$ cat src/rtl/tdc_pkg.sv
// Shared definitions for the TDC channel-sum accumulator.
//   - width helper functions (channel value, adder-tree output, accumulator)
//   - accumulator FSM state type
package tdc_pkg;

  // IDLE: no window open. ACC: a window has started and is collecting shots.
  typedef enum logic {
    IDLE = 1'b0,
    ACC  = 1'b1
  } acc_state_t;

  // Width of one scaled channel value int*mult + frac.
  // Largest value is (2^int_w-1)*mult + 2^frac_w - 1, so this many bits hold it.
  function automatic int ch_w_f(input int int_w, input int frac_w, input int mult);
    longint max_plus_one;
    max_plus_one = ((longint'(1) << int_w) - 1) * longint'(mult) + (longint'(1) << frac_w);
    return $clog2(max_plus_one);
  endfunction

  // Adder-tree output: one extra bit per tree level, nothing truncated.
  function automatic int sum_w_f(input int ch_w, input int n_ch);
    return ch_w + $clog2(n_ch);
  endfunction

  // Accumulator wide enough for 2^acc_log2_max tree outputs.
  function automatic int out_w_f(input int sum_w, input int acc_log2_max);
    return sum_w + acc_log2_max;
  endfunction

  // acc_len port width. With acc_log2_max = 0 the natural width would be
  // zero, so a single bit is kept (its value is clamped to 0 internally).
  function automatic int acc_len_w_f(input int acc_log2_max);
    return (acc_log2_max > 0) ? $clog2(acc_log2_max + 1) : 1;
  endfunction

endpackage

$ cat src/rtl/tdc_ch_scale.sv
// Per-channel scaling: ch_val = int_data*COARSE_MULT + frac_data.
// Two register stages: stage 1 holds the product and a delayed copy of
// frac_data, stage 2 holds the sum. A cleared enable (no start, or channel
// masked off) loads zeros, so the downstream tree sees 0 for that slot.
// Ports:
//   clk, rst   - clock, asynchronous active-high reset
//   en         - start AND this channel's mask bit
//   int_data   - coarse count
//   frac_data  - fine interpolator value
//   ch_val     - scaled value, valid two cycles after en
module tdc_ch_scale
  import tdc_pkg::*;
#(
  parameter int INT_W       = 10,
  parameter int FRAC_W      = 7,
  parameter int COARSE_MULT = 50,
  parameter int CH_W        = ch_w_f(INT_W, FRAC_W, COARSE_MULT)
) (
  input  logic              clk,
  input  logic              rst,
  input  logic              en,
  input  logic [INT_W-1:0]  int_data,
  input  logic [FRAC_W-1:0] frac_data,
  output logic [CH_W-1:0]   ch_val
);

  logic [CH_W-1:0]   mult_reg;
  logic [FRAC_W-1:0] frac_reg;
  logic [CH_W-1:0]   val_reg;

  always_ff @(posedge clk or posedge rst) begin
    if (rst) begin
      mult_reg <= '0;
      frac_reg <= '0;
      val_reg  <= '0;
    end else begin
      // Product always fits CH_W bits, so the truncating multiply is exact.
      mult_reg <= en ? CH_W'(int_data) * CH_W'(COARSE_MULT) : '0;
      frac_reg <= en ? frac_data : '0;
      val_reg  <= mult_reg + CH_W'(frac_reg);
    end
  end

  assign ch_val = val_reg;

endmodule

$ cat src/rtl/tdc_sum_acc.sv
// TDC channel sum and shot accumulator.
// Each start scales every enabled channel (int*COARSE_MULT + frac), sums
// all channels in a registered binary adder tree, then accumulates
// 2^acc_len consecutive tree outputs into one result. Fully pipelined:
// a start may arrive on every cycle.
// Ports:
//   clk, rst   - clock, asynchronous active-high reset
//   start      - sample strobe for int_data/frac_data/ch_mask
//   int_data   - per-channel coarse counts
//   frac_data  - per-channel fine values
//   ch_mask    - 1 = channel contributes to the sum
//   acc_len    - log2 shots per result, latched at a window's first shot
//   avg_en     - 1 = result is sum >> acc_len, latched with acc_len
//   out_sum    - result, held between strobes
//   out_dval   - one-cycle result strobe
//   out_ovf    - accumulator saturated in the reported window
module tdc_sum_acc
  import tdc_pkg::*;
#(
  parameter  int N_CH         = 16,
  parameter  int INT_W        = 10,
  parameter  int FRAC_W       = 7,
  parameter  int COARSE_MULT  = 50,
  parameter  int ACC_LOG2_MAX = 8,
  localparam int CH_W         = ch_w_f(INT_W, FRAC_W, COARSE_MULT),
  localparam int SUM_W        = sum_w_f(CH_W, N_CH),
  localparam int OUT_W        = out_w_f(SUM_W, ACC_LOG2_MAX),
  localparam int AL_W         = acc_len_w_f(ACC_LOG2_MAX)
) (
  input  logic              clk,
  input  logic              rst,
  input  logic              start,
  input  logic [INT_W-1:0]  int_data  [N_CH],
  input  logic [FRAC_W-1:0] frac_data [N_CH],
  input  logic [N_CH-1:0]   ch_mask,
  input  logic [AL_W-1:0]   acc_len,
  input  logic              avg_en,
  output logic [OUT_W-1:0]  out_sum,
  output logic              out_dval,
  output logic              out_ovf
);

  localparam int LOG2N = $clog2(N_CH);
  localparam int LAT_T = 2 + LOG2N;
  localparam int CNT_W = ACC_LOG2_MAX + 1;

  // ---------------------------------------------------------------- scaling
  logic [CH_W-1:0] ch_val [N_CH];

  genvar gi;
  generate
    for (gi = 0; gi < N_CH; gi++) begin : g_ch
      tdc_ch_scale #(
        .INT_W       (INT_W),
        .FRAC_W      (FRAC_W),
        .COARSE_MULT (COARSE_MULT),
        .CH_W        (CH_W)
      ) u_scale (
        .clk       (clk),
        .rst       (rst),
        .en        (start & ch_mask[gi]),
        .int_data  (int_data[gi]),
        .frac_data (frac_data[gi]),
        .ch_val    (ch_val[gi])
      );
    end
  endgenerate

  // ----------------------------------------------------------- adder tree
  // Level gi holds N_CH>>(gi+1) nodes, each CH_W+gi+1 bits wide. Zeros from
  // idle/masked slots flow through, so invalid stages naturally hold 0.
  generate
    for (gi = 0; gi < LOG2N; gi++) begin : g_lvl
      localparam int NW = CH_W + gi + 1;
      localparam int NN = N_CH >> (gi + 1);
      logic [NW-1:0] node [NN];

      if (gi == 0) begin : g_first
        always_ff @(posedge clk or posedge rst) begin
          if (rst) begin
            for (int k = 0; k < NN; k++) node[k] <= '0;
          end else begin
            for (int k = 0; k < NN; k++)
              node[k] <= NW'(ch_val[2*k]) + NW'(ch_val[2*k+1]);
          end
        end
      end else begin : g_rest
        always_ff @(posedge clk or posedge rst) begin
          if (rst) begin
            for (int k = 0; k < NN; k++) node[k] <= '0;
          end else begin
            for (int k = 0; k < NN; k++)
              node[k] <= NW'(g_lvl[gi-1].node[2*k]) + NW'(g_lvl[gi-1].node[2*k+1]);
          end
        end
      end
    end
  endgenerate

  logic [SUM_W-1:0] tree_sum;
  assign tree_sum = g_lvl[LOG2N-1].node[0];

  // Valid bit travels beside the data: bit 0 matches the multiply stage,
  // the top bit matches the tree output.
  logic [LAT_T-1:0] vld_sr_reg;
  logic             tree_vld;

  always_ff @(posedge clk or posedge rst) begin
    if (rst) vld_sr_reg <= '0;
    else     vld_sr_reg <= {vld_sr_reg[LAT_T-2:0], start};
  end

  assign tree_vld = vld_sr_reg[LAT_T-1];

  // ----------------------------------------------------------- accumulator
  acc_state_t       state_reg, state_next;
  logic [OUT_W-1:0] acc_reg, acc_next;
  logic [CNT_W-1:0] cnt_reg, cnt_next;
  logic [AL_W-1:0]  len_reg, len_next;
  logic             avg_reg, avg_next;
  logic             sat_reg, sat_next;
  logic [OUT_W-1:0] out_sum_reg, out_sum_next;
  logic             out_dval_reg, out_dval_next;
  logic             out_ovf_reg, out_ovf_next;

  logic [OUT_W:0]   acc_wide;
  logic [OUT_W-1:0] acc_sat;
  logic [AL_W-1:0]  len_in;
  logic [CNT_W-1:0] cnt_inc;

  assign acc_wide = {1'b0, acc_reg} + (OUT_W+1)'(tree_sum);
  assign acc_sat  = acc_wide[OUT_W] ? '1 : acc_wide[OUT_W-1:0];
  assign cnt_inc  = cnt_reg + CNT_W'(1);
  // Lengths beyond the accumulator's capacity are clamped to the maximum.
  assign len_in   = (acc_len > AL_W'(ACC_LOG2_MAX)) ? AL_W'(ACC_LOG2_MAX) : acc_len;

  always_ff @(posedge clk or posedge rst) begin
    if (rst) state_reg <= IDLE;
    else     state_reg <= state_next;
  end

  always_comb begin
    state_next    = state_reg;
    acc_next      = acc_reg;
    cnt_next      = cnt_reg;
    len_next      = len_reg;
    avg_next      = avg_reg;
    sat_next      = sat_reg;
    out_sum_next  = out_sum_reg;
    out_dval_next = 1'b0;
    out_ovf_next  = out_ovf_reg;

    case (state_reg)
      IDLE: begin
        if (tree_vld) begin
          if (len_in == '0) begin
            // Single-shot window: shifting by zero makes avg_en irrelevant.
            out_sum_next  = OUT_W'(tree_sum);
            out_dval_next = 1'b1;
            out_ovf_next  = 1'b0;
          end else begin
            acc_next   = OUT_W'(tree_sum);
            len_next   = len_in;
            avg_next   = avg_en;
            cnt_next   = CNT_W'(1);
            sat_next   = 1'b0;
            state_next = ACC;
          end
        end
      end
      ACC: begin
        if (tree_vld) begin
          if (cnt_inc == (CNT_W'(1) << len_reg)) begin
            out_sum_next  = avg_reg ? (acc_sat >> len_reg) : acc_sat;
            out_ovf_next  = sat_reg | acc_wide[OUT_W];
            out_dval_next = 1'b1;
            acc_next      = '0;
            cnt_next      = '0;
            sat_next      = 1'b0;
            state_next    = IDLE;
          end else begin
            acc_next = acc_sat;
            cnt_next = cnt_inc;
            sat_next = sat_reg | acc_wide[OUT_W];
          end
        end
      end
      default: state_next = IDLE;
    endcase
  end

  always_ff @(posedge clk or posedge rst) begin
    if (rst) begin
      acc_reg      <= '0;
      cnt_reg      <= '0;
      len_reg      <= '0;
      avg_reg      <= 1'b0;
      sat_reg      <= 1'b0;
      out_sum_reg  <= '0;
      out_dval_reg <= 1'b0;
      out_ovf_reg  <= 1'b0;
    end else begin
      acc_reg      <= acc_next;
      cnt_reg      <= cnt_next;
      len_reg      <= len_next;
      avg_reg      <= avg_next;
      sat_reg      <= sat_next;
      out_sum_reg  <= out_sum_next;
      out_dval_reg <= out_dval_next;
      out_ovf_reg  <= out_ovf_next;
    end
  end

  assign out_sum  = out_sum_reg;
  assign out_dval = out_dval_reg;
  assign out_ovf  = out_ovf_reg;

endmodule

$ cat config.mk
export PLATFORM = sky130hd
export DESIGN_NAME = tdc_sum_acc
export DESIGN_NICKNAME = d
export VERILOG_FILES = /design/src/rtl/tdc_pkg.sv /design/src/rtl/tdc_ch_scale.sv /design/src/rtl/tdc_sum_acc.sv
export SDC_FILE = /design/constraint.sdc
export NUM_CORES = 2
export LEC_CHECK = 0
export BUFFER_PORTS_ARGS = -buffer_cell sky130_fd_sc_hd__buf_4
export CAP_MARGIN = 20
export CELL_PAD_IN_SITES_DETAIL_PLACEMENT = 1
export CELL_PAD_IN_SITES_GLOBAL_PLACEMENT = 2
export CORE_MARGIN = 2
export CORE_UTILIZATION = 41
export CTS_CLUSTER_SIZE = 28
export DETAILED_ROUTE_END_ITERATION = 10
export PLACE_DENSITY = 0.89
export SYNTH_ARGS = -nofsm -noshare
export SYNTH_HDL_FRONTEND = slang
export SYNTH_HIERARCHICAL = 1
export SYNTH_SLANG_ARGS = --single-unit
$ cat constraint.sdc
create_clock -name clk -period 12.9 [get_ports clk]
set_input_delay 1.935 -clock clk [delete_from_list [all_inputs] [get_ports clk]]
set_output_delay 1.935 -clock clk [all_outputs]
set_load 0.05 [all_outputs]
## Yosys cells after proc, flatten, opt, wreduce, memory -nomap -nowiden

Index checks and enable logic that the tools add are counted.

| word-level totals | value |
|---|---|
| register bits after elaboration | 970 |
| input port bits | 296 |

| cells by class | value |
|---|---|
| add/sub/neg operators | 33 |
| multiply operators | 16 |
| order comparisons | 1 |
| eq/ne operators | 6 |
| shift-type cells | 2 |
| multiplexer cells | 70 |
| bitwise operators | 19 |
| reduce and logical (&&, ||, !) cells | 4 |

Operators with widths:

| kind | number |
|---|---|
| 28-bit 2-to-1 mux | 10 |
| 16-bit by 7-bit adder with 16-bit output | 16 |
| 16-bit 2-to-1 mux | 16 |
| 10-bit by 5-bit multiplier with 15-bit output, second input constant | 16 |
| 16-bit by 16-bit adder with 17-bit output | 8 |
| 7-bit 2-to-1 mux | 16 |
| 28-bit one-hot mux with 2 select lines | 2 |
| 17-bit by 17-bit adder with 18-bit output | 4 |
| 18-bit by 18-bit adder with 19-bit output | 2 |
| 9-bit 2-to-1 mux | 4 |
| 28-bit by 20-bit adder with 29-bit output | 1 |
| 28-bit by 4-bit >> shifter with 28-bit output | 1 |
| 19-bit by 19-bit adder with 20-bit output | 1 |
| 9-bit one-hot mux with 2 select lines | 1 |
| 1-bit bitwise AND | 16 |
| 1-bit 2-to-1 mux | 16 |
| 9-bit by 1-bit adder with 9-bit output, second input constant | 1 |
| 9-bit == test | 1 |
| 1-bit by 4-bit << shifter with 9-bit output, first input constant | 1 |
| 2-bit != test, second input constant | 4 |
| 1-bit one-hot mux with 2 select lines | 4 |
| 3-bit AND reduction | 2 |
| 4-bit > comparator, second input constant | 1 |
| 4-bit logical NOT | 1 |
| 5 further kinds | 6 |

## Depth between registers and ports, before layout

| depth | value |
|---|---|
| depth in word-level cells | 7 |
| gate-level depth with buffers | 14 |

## By module

The synthesis kept the hierarchy.

By module, submodules not included:

| module | times used | cells each | area each (sq um) |
|---|---|---|---|
| tdc_sum_acc | 1 | 2594 | 24054.3 |
| tdc_ch_scale (g_ch[0].u_scale ...) | 10 | 219 | 2387.3 |
| tdc_ch_scale (g_ch[13].u_scale ...) | 6 | 221 | 2401.1 |

## Least setup slack after synthesis

OpenSTA, ideal clock, no wires.

| timing | value |
|---|---|
| path kind | input -> register |
| start point | input int_data[21] (netlist bit) |
| end point | register g_ch[13].u_scale.mult_reg[15] |
| library setup time | 125 ps |
| arrival time | 4287 ps |
| required time | 12775 ps |
| slack | 8488 ps |
| cell stages on the path | 10 |
| cell sequence | ha_1 -> ha_1 -> ha_1 -> inv_1 -> fa_1 -> and2b_1 -> nor3_1 -> o31a_1 -> o21ai_1 -> mux2_2 |

| between the ends | value |
|---|---|
| cells in the longest elaborated chain, start to end | 2 |

Ends and longest elaborated chain:

| what | line | text |
|---|---|---|
| from (decl) | tdc_sum_acc.sv:33 | `input logic [INT_W-1:0] int_data [N_CH],` |
| 10-bit by 5-bit multiplier with 15-bit output | tdc_ch_scale.sv:38 | `mult_reg <= en ? CH_W'(int_data) * CH_W'(COARSE_MULT) : '0;` |
| 16-bit 2-to-1 mux | tdc_ch_scale.sv:38 |  |
| to (signal assigned) | tdc_ch_scale.sv:38 |  |
| to (decl) | tdc_ch_scale.sv:27 | `logic [CH_W-1:0] mult_reg;` |

Every way passes these cells.
A chain may end at the register's enable or synchronous reset.

## Final worst setup path

| timing | value |
|---|---|
| start point | register g_lvl[3].node[0] (netlist bit) |
| end point | register out_sum_reg[15] (netlist: out_sum[15]) |

| between the ends | value |
|---|---|
| cells in the longest elaborated chain, start to end | 7 |

Ends and longest elaborated chain:

| what | line | text |
|---|---|---|
| from (decl) | tdc_sum_acc.sv:76 | `logic [NW-1:0] node [NN];` |
| from (signal, indexed assignment) | tdc_sum_acc.sv:93 | `node[k] <= NW'(g_lvl[gi-1].node[2*k]) + NW'(g_lvl[gi-1].node[2*k+1]);` |
| 28-bit by 20-bit adder with 29-bit output (*) | tdc_sum_acc.sv:131 | `assign acc_wide = {1'b0, acc_reg} + (OUT_W+1)'(tree_sum);` |
| 28-bit 2-to-1 mux (*) | tdc_sum_acc.sv:132 | `assign acc_sat = acc_wide[OUT_W] ? '1 : acc_wide[OUT_W-1:0];` |
| 28-bit by 4-bit >> shifter with 28-bit output | tdc_sum_acc.sv:174 | `out_sum_next = avg_reg ? (acc_sat >> len_reg) : acc_sat;` |
| 28-bit 2-to-1 mux (*) | tdc_sum_acc.sv:174 |  |
| 28-bit 2-to-1 mux (*) | tdc_sum_acc.sv:173 | `if (cnt_inc == (CNT_W'(1) << len_reg)) begin` |
| 28-bit 2-to-1 mux (*) | tdc_sum_acc.sv:172 | `if (tree_vld) begin` |
| 28-bit one-hot mux with 2 select lines (*) | tdc_sum_acc.sv:153 | `case (state_reg)` |
| to (signal assigned) | tdc_sum_acc.sv:208 | `out_sum_reg <= out_sum_next;` |
| to (decl) | tdc_sum_acc.sv:122 | `logic [OUT_W-1:0] out_sum_reg, out_sum_next;` |

Mark *: on every way between the ends. The rest lies on a longest branch, timed or not. The select of a mux whose other input is x is not followed.

==> results_dict.tcl <==
set metrics [dict create \
    crit_slowest_cell "a211oi_1" \
    dr.pass1.iters 5 \
    final_hold_viol_count 0 \
    die_area_um2 155200 \
    via_per_inst 5.332 \
    async_flop_share_pct 100.0 \
    drt-met1-wl_um 72410 \
    grt_max_degree 112 \
    clkSinkCount 954 \
    antenna_found_initial 4 \
    route.detailed.drc 0 \
    synth_area_leaders "dfrtp_1 (38%), ha_1 (19%), xnor2_1 (5.4%), fa_1 (3.6%), inv_1 (3.3%)" \
    chipWidth_um 393.9 \
    fin_area_um2 70790 \
    whs_ps 345.0 \
    p_leak_nw 35.20 \
    yosysWarningCount 6 \
    period_share_pct 34.34 \
    die_h_um 393.9 \
    reg2regPathDepth 12 \
    largest_register_ffs 266 \
    synth_edf_count 0 \
    skew_ps 32.22 \
    start_util_pct 41.18 \
    hpwl_um 127000 \
    route.met3.wl_um 5025 \
    yosysMostFrequentCell "dfrtp_1" \
    netlist_top_cells_count "dfrtp_1 (954), ha_1 (928), inv_1 (545), xnor2_1 (381), a21oi_1 (327)" \
    crit_required_ps 13480 \
    synth_top_area_cell "dfrtp_1" \
    crit_fanout 34 \
    synth_area_um2 62330 \
    clockBufferDepth 3 \
    setup-tns-final_ps 0 \
    io_pins 326 \
    hold_end "vld_sr_reg[4]" \
    reg2reg_from "g_lvl[3].node[0]" \
    synth.top_cell.area_share_pct 38.30 \
    htreeDepth 3 \
    syn_nets 7446 \
    fmax_mhz 225.7 \
    ys_seq_area_share_pct 38.30 \
    placed_area_um2 67150 \
    cp-start-kind "flip-flop" \
    rows 143 \
    cts_resized 0 \
    holdBufCountCts 0 \
    rr_endpoint "out_sum[15]" \
    rsz0062_at_grt "false" \
    ant_nets 0 \
    crit_type "flip-flop to flip-flop" \
    cap_violations 0 \
    portBuffers 325 \
    ys_ff_latch 954 \
    drv_slew 0 \
    arrival_ps 5010 \
    clock_latency_ps 730 \
    ir_drop_v 0.0001109 \
    relSlewSlack_pct 29.36 \
    vias 45800 \
    syn_avg_cell_area_um2 10.20 \
    post-place-cells 8391 \
    drive_above_1_share_pct 10.40 \
    cts_root_buffer "clkbuf_16" \
    power.density_nw_per_um2 184.7 \
    overflow 0 \
    grt_pass1_wl_um 264400 \
    highest_layer "met5" \
    yosysUniqueCellTypes 92 \
    path_cells "ha_1 -> fa_1 -> a211oi_2 -> o211ai_2 -> a221oi_4 -> o21a_1 -> nor2_4 -> a211oi_1 -> a22oi_1 -> nor2_1 -> o31a_1 -> o21ai_0" \
    grt_pass1_vias 49780 \
    nets 7807 \
    grtUsageTotal_pct 20.89 \
    setup_viol 0 \
    syn_to_final_growth_pct 13.57 \
    end_kind "flip-flop" \
    cts_tree "built" \
    wl_met2_um 80710 \
    coreArea_um2 151400 \
    wl_per_cell_um 18.84 \
    rrSetupSlack_ps 8470 \
    routabilityCongestion 0.8429 \
    cts-buffers-inserted 107 \
    cpPeakStageDelay_ps 570 \
    min_from "vld_sr_reg[3]" \
    outcome "completed" \
    worstMarginPinSlew_ps 1050 \
    post_cts_buffers 0 \
    routed_wl_um 161800 \
    whs_path_depth 0 \
    fin_cells 8590 \
    hp-class "flip-flop to flip-flop" \
    clk_pin_slew_ps 60 \
    synth_ff_type "dfrtp_1" \
    drtIter0Drc 1770 \
    fin_crit_ps 4430 \
    syn-instance-count 6110 \
]
layout by cell type (no fill, tap or decap), types with 22 or more instances in the layout:
cell type	instances
o21ai_0	293
o21a_1	80
fa_1	112
a21oi_1	327
nand2b_1	58
mux2i_1	47
buf_4	357
a311oi_1	22
or3_1	44
nor3_1	132
o21ai_1	22
ha_1	928
o21bai_1	46
o22ai_1	22
nor3b_1	24
o31a_1	36
inv_1	544
a21o_1	74
a31oi_1	33
and2_1	297
dfrtp_1	954
xnor2_1	381
nand4_1	33
and3_1	50
o211ai_1	44
clkinv_2	23
nand2_1	320
nand3_1	126
a211o_1	27
a21boi_0	44
xor2_1	59
a211oi_1	67
nor2_1	304
clkbuf_16	108
mux2_2	22
nor2b_1	98
worst max-delay path: cells and delay by family, from the launching register on:
kind | cells | cell delay, ps
flip-flops | 1 | 440
AND/OR/NAND/NOR | 2 | 500
AO/OA/AOI/OAI | 8 | 2580
adder cells (fa/ha/maj) | 2 | 730
cells by family after synthesis:
kind of cell | synth area share, %
AOI/OAI and AO/OA | 14.26
xor gates and xnor gates | 6.182
adders and majority gates | 22.22
buffers and inverters | 4.002
DFF | 38.30
muxes | 1.333
and+or+nand+nor | 13.70
power by group:
group | switching [W] | internal [W]
clock network | 0.00130 | 0.00181
registers | 0.000434 | 0.00362
logic | 0.00353 | 0.00237
total | 0.00527 | 0.00780
routing by layer:
metal  GRT usage (%)  up-vias
met4           5.460        2
met3           2.290      204
met2           37.03      651
met1           27.01    22790
li1                -    22150
met5               0        -
metrics by stage:
step / setup WS (ps) / utilization (%) / total power [W]
CTS: 8517 / 46.74 / 0.01319
global placement: 8206 / 44.36 / 0.009807
detailed placement: 8053 / 44.36 / 0.009965
global route: 8292 / 46.76 / 0.01404
finish: 8470 / 46.77 / 0.01307
floorplan: 1372 / - / 0.008213
layout make-up:
class / count / area [um^2]
Tap cell: 2030 / 2540
Multi-Input combinational cell: 4503 / 36000
Fill cell: 16940 / 80580
Clock inverter: 56 / 641.9
Timing Repair Buffer: 358 / 2708
Sequential cell: 954 / 23870
Inverter: 547 / 2061
Antenna cell: 3 / 7.507
Clock buffer: 139 / 2959
how the worst max path moves through the flow:
stage,startpoint,end,slack (ps)
floorplan,rst,acc_reg[0],1370
global placement,rst,g_lvl[0].node[50],8210
detailed placement,rst,g_lvl[0].node[44],8050
CTS,g_lvl[3].node[0],out_sum[4],8520
global route,g_lvl[3].node[0],out_sum[16],8290
finish,g_lvl[3].node[0],out_sum[15],8470
No activity file was read; power rests on OpenSTA's default activity.
